==> src/rtl/multiplier_pkg.sv <==
// Shared types for the shift-and-add multiplier.
package multiplier_pkg;

  typedef enum logic [1:0] {
    IDLE = 2'd0,
    CALC = 2'd1,
    DONE = 2'd2
  } mult_state_e;

endpackage : multiplier_pkg

==> src/rtl/adder_nnbit_serial.sv <==
// Purely combinational ripple-carry adder used by the shift-and-add multiplier.
module adder_nnbit_serial #(
  parameter int unsigned DATA_WIDTH = 8
) (
  input  logic [DATA_WIDTH-1:0] i_a,
  input  logic [DATA_WIDTH-1:0] i_b,
  input  logic                  i_cry,
  output logic [DATA_WIDTH-1:0] o_sum,
  output logic                  o_cry
);

  // Bit-serial carry chain, one full adder per bit.
  always_comb begin : ripple
    logic carry;
    o_sum = '0;
    carry = i_cry;
    for (int i = 0; i < int'(DATA_WIDTH); i++) begin
      o_sum[i] = i_a[i] ^ i_b[i] ^ carry;
      carry    = (i_a[i] & i_b[i]) | (carry & (i_a[i] ^ i_b[i]));
    end
    o_cry = carry;
  end

endmodule : adder_nnbit_serial

==> src/rtl/multiplier_nnbit_shift.sv <==
// Sequential unsigned shift-and-add multiplier, one partial-product step per clock.
// Optional MULTIPLIER_NNBIT_SHIFT_ZERO_BYPASS_EN: zero operands skip CALC and finish in one edge.
module multiplier_nnbit_shift
  import multiplier_pkg::*;
#(
  parameter int unsigned DATA_WIDTH = 8
) (
  input  logic                    i_clk,
  input  logic                    i_rst,
  input  logic                    i_vld,
  output logic                    o_rdy,
  input  logic [DATA_WIDTH-1:0]   i_num_a,
  input  logic [DATA_WIDTH-1:0]   i_num_b,
  output logic                    o_vld,
  input  logic                    i_rdy,
  output logic [2*DATA_WIDTH-1:0] o_res,
  output logic                    o_busy
);

  localparam int unsigned CNT_W  = $clog2(DATA_WIDTH);
  localparam int unsigned PROD_W = 2 * DATA_WIDTH;

  mult_state_e             state_q, state_d;
  logic [CNT_W-1:0]        cnt_q, cnt_d;
  logic [DATA_WIDTH-1:0]   a_q, a_d;
  logic [DATA_WIDTH-1:0]   b_q, b_d;
  logic [PROD_W-1:0]       prod_q, prod_d;
  logic                    rdy_q, rdy_d;
  logic                    vld_q, vld_d;
  logic                    busy_q, busy_d;
  logic [PROD_W-1:0]       res_q, res_d;

  logic [DATA_WIDTH-1:0]   addend_c;
  logic [DATA_WIDTH-1:0]   sum_c;
  logic                    cry_c;

  assign addend_c = b_q[0] ? a_q : '0;

  adder_nnbit_serial #(
    .DATA_WIDTH (DATA_WIDTH)
  ) u_adder (
    .i_a   (prod_q[PROD_W-1:DATA_WIDTH]),
    .i_b   (addend_c),
    .i_cry (1'b0),
    .o_sum (sum_c),
    .o_cry (cry_c)
  );

  // Next-state, datapath and registered-output decode.
  always_comb begin
    state_d = state_q;
    cnt_d   = cnt_q;
    a_d     = a_q;
    b_d     = b_q;
    prod_d  = prod_q;

    case (state_q)
      IDLE: begin
        if (i_vld) begin
          a_d     = i_num_a;
          b_d     = i_num_b;
          prod_d  = '0;
          cnt_d   = CNT_W'(DATA_WIDTH - 1);
          state_d = CALC;
`ifdef MULTIPLIER_NNBIT_SHIFT_ZERO_BYPASS_EN
          if ((i_num_a == '0) || (i_num_b == '0)) begin
            cnt_d   = '0;
            state_d = DONE;
          end
`endif
        end
      end
      CALC: begin
        // Carry-out becomes the new MSB as the whole product shifts right.
        prod_d = {cry_c, sum_c, prod_q[DATA_WIDTH-1:1]};
        b_d    = b_q >> 1;
        cnt_d  = CNT_W'(cnt_q - 1'b1);
        if (cnt_q == '0) begin
          state_d = DONE;
        end
      end
      DONE: begin
        if (i_rdy) begin
          state_d = IDLE;
        end
      end
      default: state_d = IDLE;
    endcase

    rdy_d  = (state_d == IDLE);
    vld_d  = (state_d == DONE);
    busy_d = (state_d == CALC);
    res_d  = vld_d ? prod_d : '0;
  end

  always_ff @(posedge i_clk) begin
    if (i_rst) begin
      state_q <= IDLE;
      cnt_q   <= '0;
      a_q     <= '0;
      b_q     <= '0;
      prod_q  <= '0;
      rdy_q   <= 1'b1;
      vld_q   <= 1'b0;
      busy_q  <= 1'b0;
      res_q   <= '0;
    end else begin
      state_q <= state_d;
      cnt_q   <= cnt_d;
      a_q     <= a_d;
      b_q     <= b_d;
      prod_q  <= prod_d;
      rdy_q   <= rdy_d;
      vld_q   <= vld_d;
      busy_q  <= busy_d;
      res_q   <= res_d;
    end
  end

  assign o_rdy  = rdy_q;
  assign o_vld  = vld_q;
  assign o_busy = busy_q;
  assign o_res  = res_q;

endmodule : multiplier_nnbit_shift

==> config.mk <==
export PLATFORM = sky130hd
export DESIGN_NAME = multiplier_nnbit_shift
export DESIGN_NICKNAME = d
export VERILOG_FILES = /design/src/rtl/multiplier_pkg.sv /design/src/rtl/adder_nnbit_serial.sv /design/src/rtl/multiplier_nnbit_shift.sv
export SDC_FILE = /design/constraint.sdc
export NUM_CORES = 1
export LEC_CHECK = 0
export BUFFER_PORTS_ARGS = -buffer_cell sky130_fd_sc_hd__buf_2
export CAP_MARGIN = 25
export CORE_MARGIN = 1.5
export CORE_UTILIZATION = 40
export DETAILED_ROUTE_END_ITERATION = 6
export GPL_ROUTABILITY_DRIVEN = 1
export PLACE_DENSITY = 0.69
export SLEW_MARGIN = 0
export SYNTH_ARGS = -nofsm -noshare
export SYNTH_HDL_FRONTEND = slang
export SYNTH_SLANG_ARGS = --single-unit
export TNS_END_PERCENT = 20
==> constraint.sdc <==
create_clock -name i_clk -period 3.61 [get_ports i_clk]
set_input_delay 0.722 -clock i_clk [delete_from_list [all_inputs] [get_ports i_clk]]
set_output_delay 0.722 -clock i_clk [all_outputs]
set_load 0.01 [all_outputs]
==> flow_summary.json <==
{
  "cts_tree": "yes",
  "fin_crit_ns": 3.347,
  "grt_max_degree": 40,
  "required_ns": 3.77,
  "worst-path-max-fanout": 2,
  "tightest_slew_ns": 0.7123,
  "clk_pin_slew_worst_paths_ns": 0.09,
  "power_density_mw_per_mm2": 482.3,
  "synth_cells": 205,
  "syn_to_final_growth_pct": 15.81,
  "vias_per_cell": 4.660,
  "vias": 1440,
  "drc": 0,
  "root_buffer": "clkbuf_8",
  "wire_per_inst_um": 12.00,
  "p_int_mw": 0.9033,
  "die_y_um": 75.54,
  "postCtsHoldBufs": 0,
  "cts_made_buffers": 5,
  "synth.area.top_cells": "dfxtp_1 (53%), nor2_1 (8.7%), fa_1 (6.7%)",
  "power_frac_comb": 0.113,
  "num_io_pins": 39,
  "cts_buffer_depth": 2,
  "yosysTopAreaCellShare": 0.5327,
  "final_util": 0.4803,
  "synth_nets": 235,
  "grt_pass1_vias": 1370,
  "p_leak_nw": 1.035,
  "yosysSeqAreaShare": 0.5327,
  "pwr-share-seq": 0.565,
  "status": "completed",
  "ctsResizeCount": 0,
  "place_congestion": 0.7737,
  "grtUsageTotal": 0.1446,
  "period_share": 0.9271,
  "pre_cts_ws_ns": 0.1961,
  "htree_levels": 2,
  "skew_ns": 0.003279,
  "critPathLaunchType": "register",
  "crit_path_end_kind": "register",
  "crit_type": "reg2reg",
  "irDropWorstVdd_mv": 0.2230,
  "diodes": 0,
  "die-area_sq_mm": 0.005706,
  "maxSlewHeadroom": 0.5251,
  "drive_gt1_frac": 0.2176,
  "placementRows": 26,
  "yosysUniqueCellTypes": 27,
  "placedCellCount": 303,
  "async_reset_ff_frac": 0,
  "drtIter0Drc": 62,
  "totalNegativeSetupSlack_ns": 0,
  "grt_pass1_wl_um": 6196,
  "grt_overflow": 0,
  "die_x_um": 75.54,
  "drtPass1Iterations": 4,
  "antenna_found_initial": 0,
  "post-dp-hpwl_um": 2438,
  "ys_top_cells_by_count": "dfxtp_1 (56), nor2_1 (49), mux2i_1 (14)",
  "layoutNonFillerInstCount": 309,
  "p_clk_frac": 0.321,
  "arrival_ns": 3.51,
  "synth_edf_count": 0,
  "setup_viol": 0,
  "worst_slack_ns": 0.2633,
  "yosysMostFrequentCell": "dfxtp_1",
  "design_area_sq_mm": 0.002437,
  "drt_wl_total_um": 3709,
  "postCtsSetupBuffers": 0,
  "initial_core_util": 0.4147,
  "place_area_sq_mm": 0.002331,
  "yosysTopAreaCell": "dfxtp_1",
  "portBuffers": 38,
  "clock_latency_ns": 0.30,
  "coreArea_sq_mm": 0.005075,
  "yosysWarnings": 0,
  "max_freq_ghz": 0.2988,
  "maxCapViolCount": 0,
  "p_sw_mw": 0.2722,
  "finalHoldViolCount": 0,
  "antenna_left": 0,
  "ys.flop_type": "dfxtp_1",
  "rsz0062_at_grt": "false",
  "hold_class": "reg2reg",
  "clkSinkCount": 56,
  "netlist_area_sq_mm": 0.002105,
  "ys_ff_latch": 56,
  "nets": 270,
  "avgSynthCellArea_sq_um": 10.27,
  "drv_slew": 0,
  "swShare": 0.2316
}
-- per-layer routing --
layer,share of wire,vias up,global-route usage
met1,0.49,663,0.1771
met4,0.0094,0,0.04167
met2,0.46,29,0.2437
li1,-,744,-
met3,0.040,4,0.04762
met5,0,-,0
-- power by group through the flow --
stage	clock network (mW)	registers (mW)	logic [mW]
3_3_place_gp	0	0.679	0.130
4_1_cts	0.392	0.665	0.135
5_1_grt	0.417	0.669	0.150
3_5_place_dp	0	0.679	0.133
2_1_floorplan	0	0.671	0.105
6_report	0.378	0.665	0.133
-- flip-flops by register name, summed over array words and instances (netlist names) --
register and flops:
o_rdy 1, cnt_q 3, state_q 2, o_res 16, o_busy 1, b_q 8, o_vld 1, a_q 8
prod_q 16
-- placed cells by master, fill, tap and decap left out, drive strengths merged, types with 4 or more instances in the layout --
cell type,netlist,final
fa,7,7
a211oi,9,9
a2bb2oi,4,4
nand2,4,4
buf,9,42
a22oi,13,13
and2,4,4
mux2i,14,14
dfxtp,56,56
inv,13,13
clkbuf,5,5
nor2,49,49
-- path summary, 6_finish.rpt --
check / from / to / slack [ns] / depth (start not counted)
worst max-delay path: b_q[0] / prod_q[14] / 0.26 / 15
worst min-delay path: cnt_q[0] / cnt_q[0] / 0.47 / 1
worst max register to register: b_q[0] / prod_q[14] / 0.26 / 15
worst min register to register: cnt_q[0] / cnt_q[0] / 0.47 / 1
-- critical path, cell delays in order, from the launching register on --
cell and delay, ns:
dfxtp_1 0.33, and2_1 0.12, ha_1 0.13, inv_1 0.04, fa_1 0.38, fa_2 0.35
fa_1 0.36, inv_1 0.07, fa_1 0.15, inv_1 0.05, fa_1 0.34, inv_1 0.07
fa_1 0.17, fa_1 0.42, a22oi_2 0.16, nor2_1 0.06
-- cells by family (layout without fill, tap and decap cells) --
logic type / Yosys count / in the layout / synth area share
AND/OR/NAND/NOR: 65 / 65 / 0.1332
flip-flops: 56 / 56 / 0.5327
AO/OA/AOI/OAI: 33 / 33 / 0.1213
buffers and inverters: 27 / 61 / 0.06183
multiplexers: 14 / 14 / 0.06659
adder cells (fa/ha/maj): 10 / 10 / 0.08442
-- area by class of cell --
class / instances / area, sq um
clock buffer: 5 / 68.82
inverter: 13 / 48.80
tap: 70 / 87.58
multi-input combinational: 122 / 860.8
fill: 503 / 2638
sequential: 56 / 1121
timing repair buffer: 42 / 220.2
clock inverter: 1 / 30.03
-- per-stage QoR --
step	hold slack [ns]	total power, mW
after detailed placement	0.4569	0.8124
after global routing	0.5182	1.235
after floorplan	0.4367	0.7766
after CTS	0.4724	1.192
final	0.4711	1.176
after global placement	0.4528	0.8090
(Power assumes the default switching activity.)
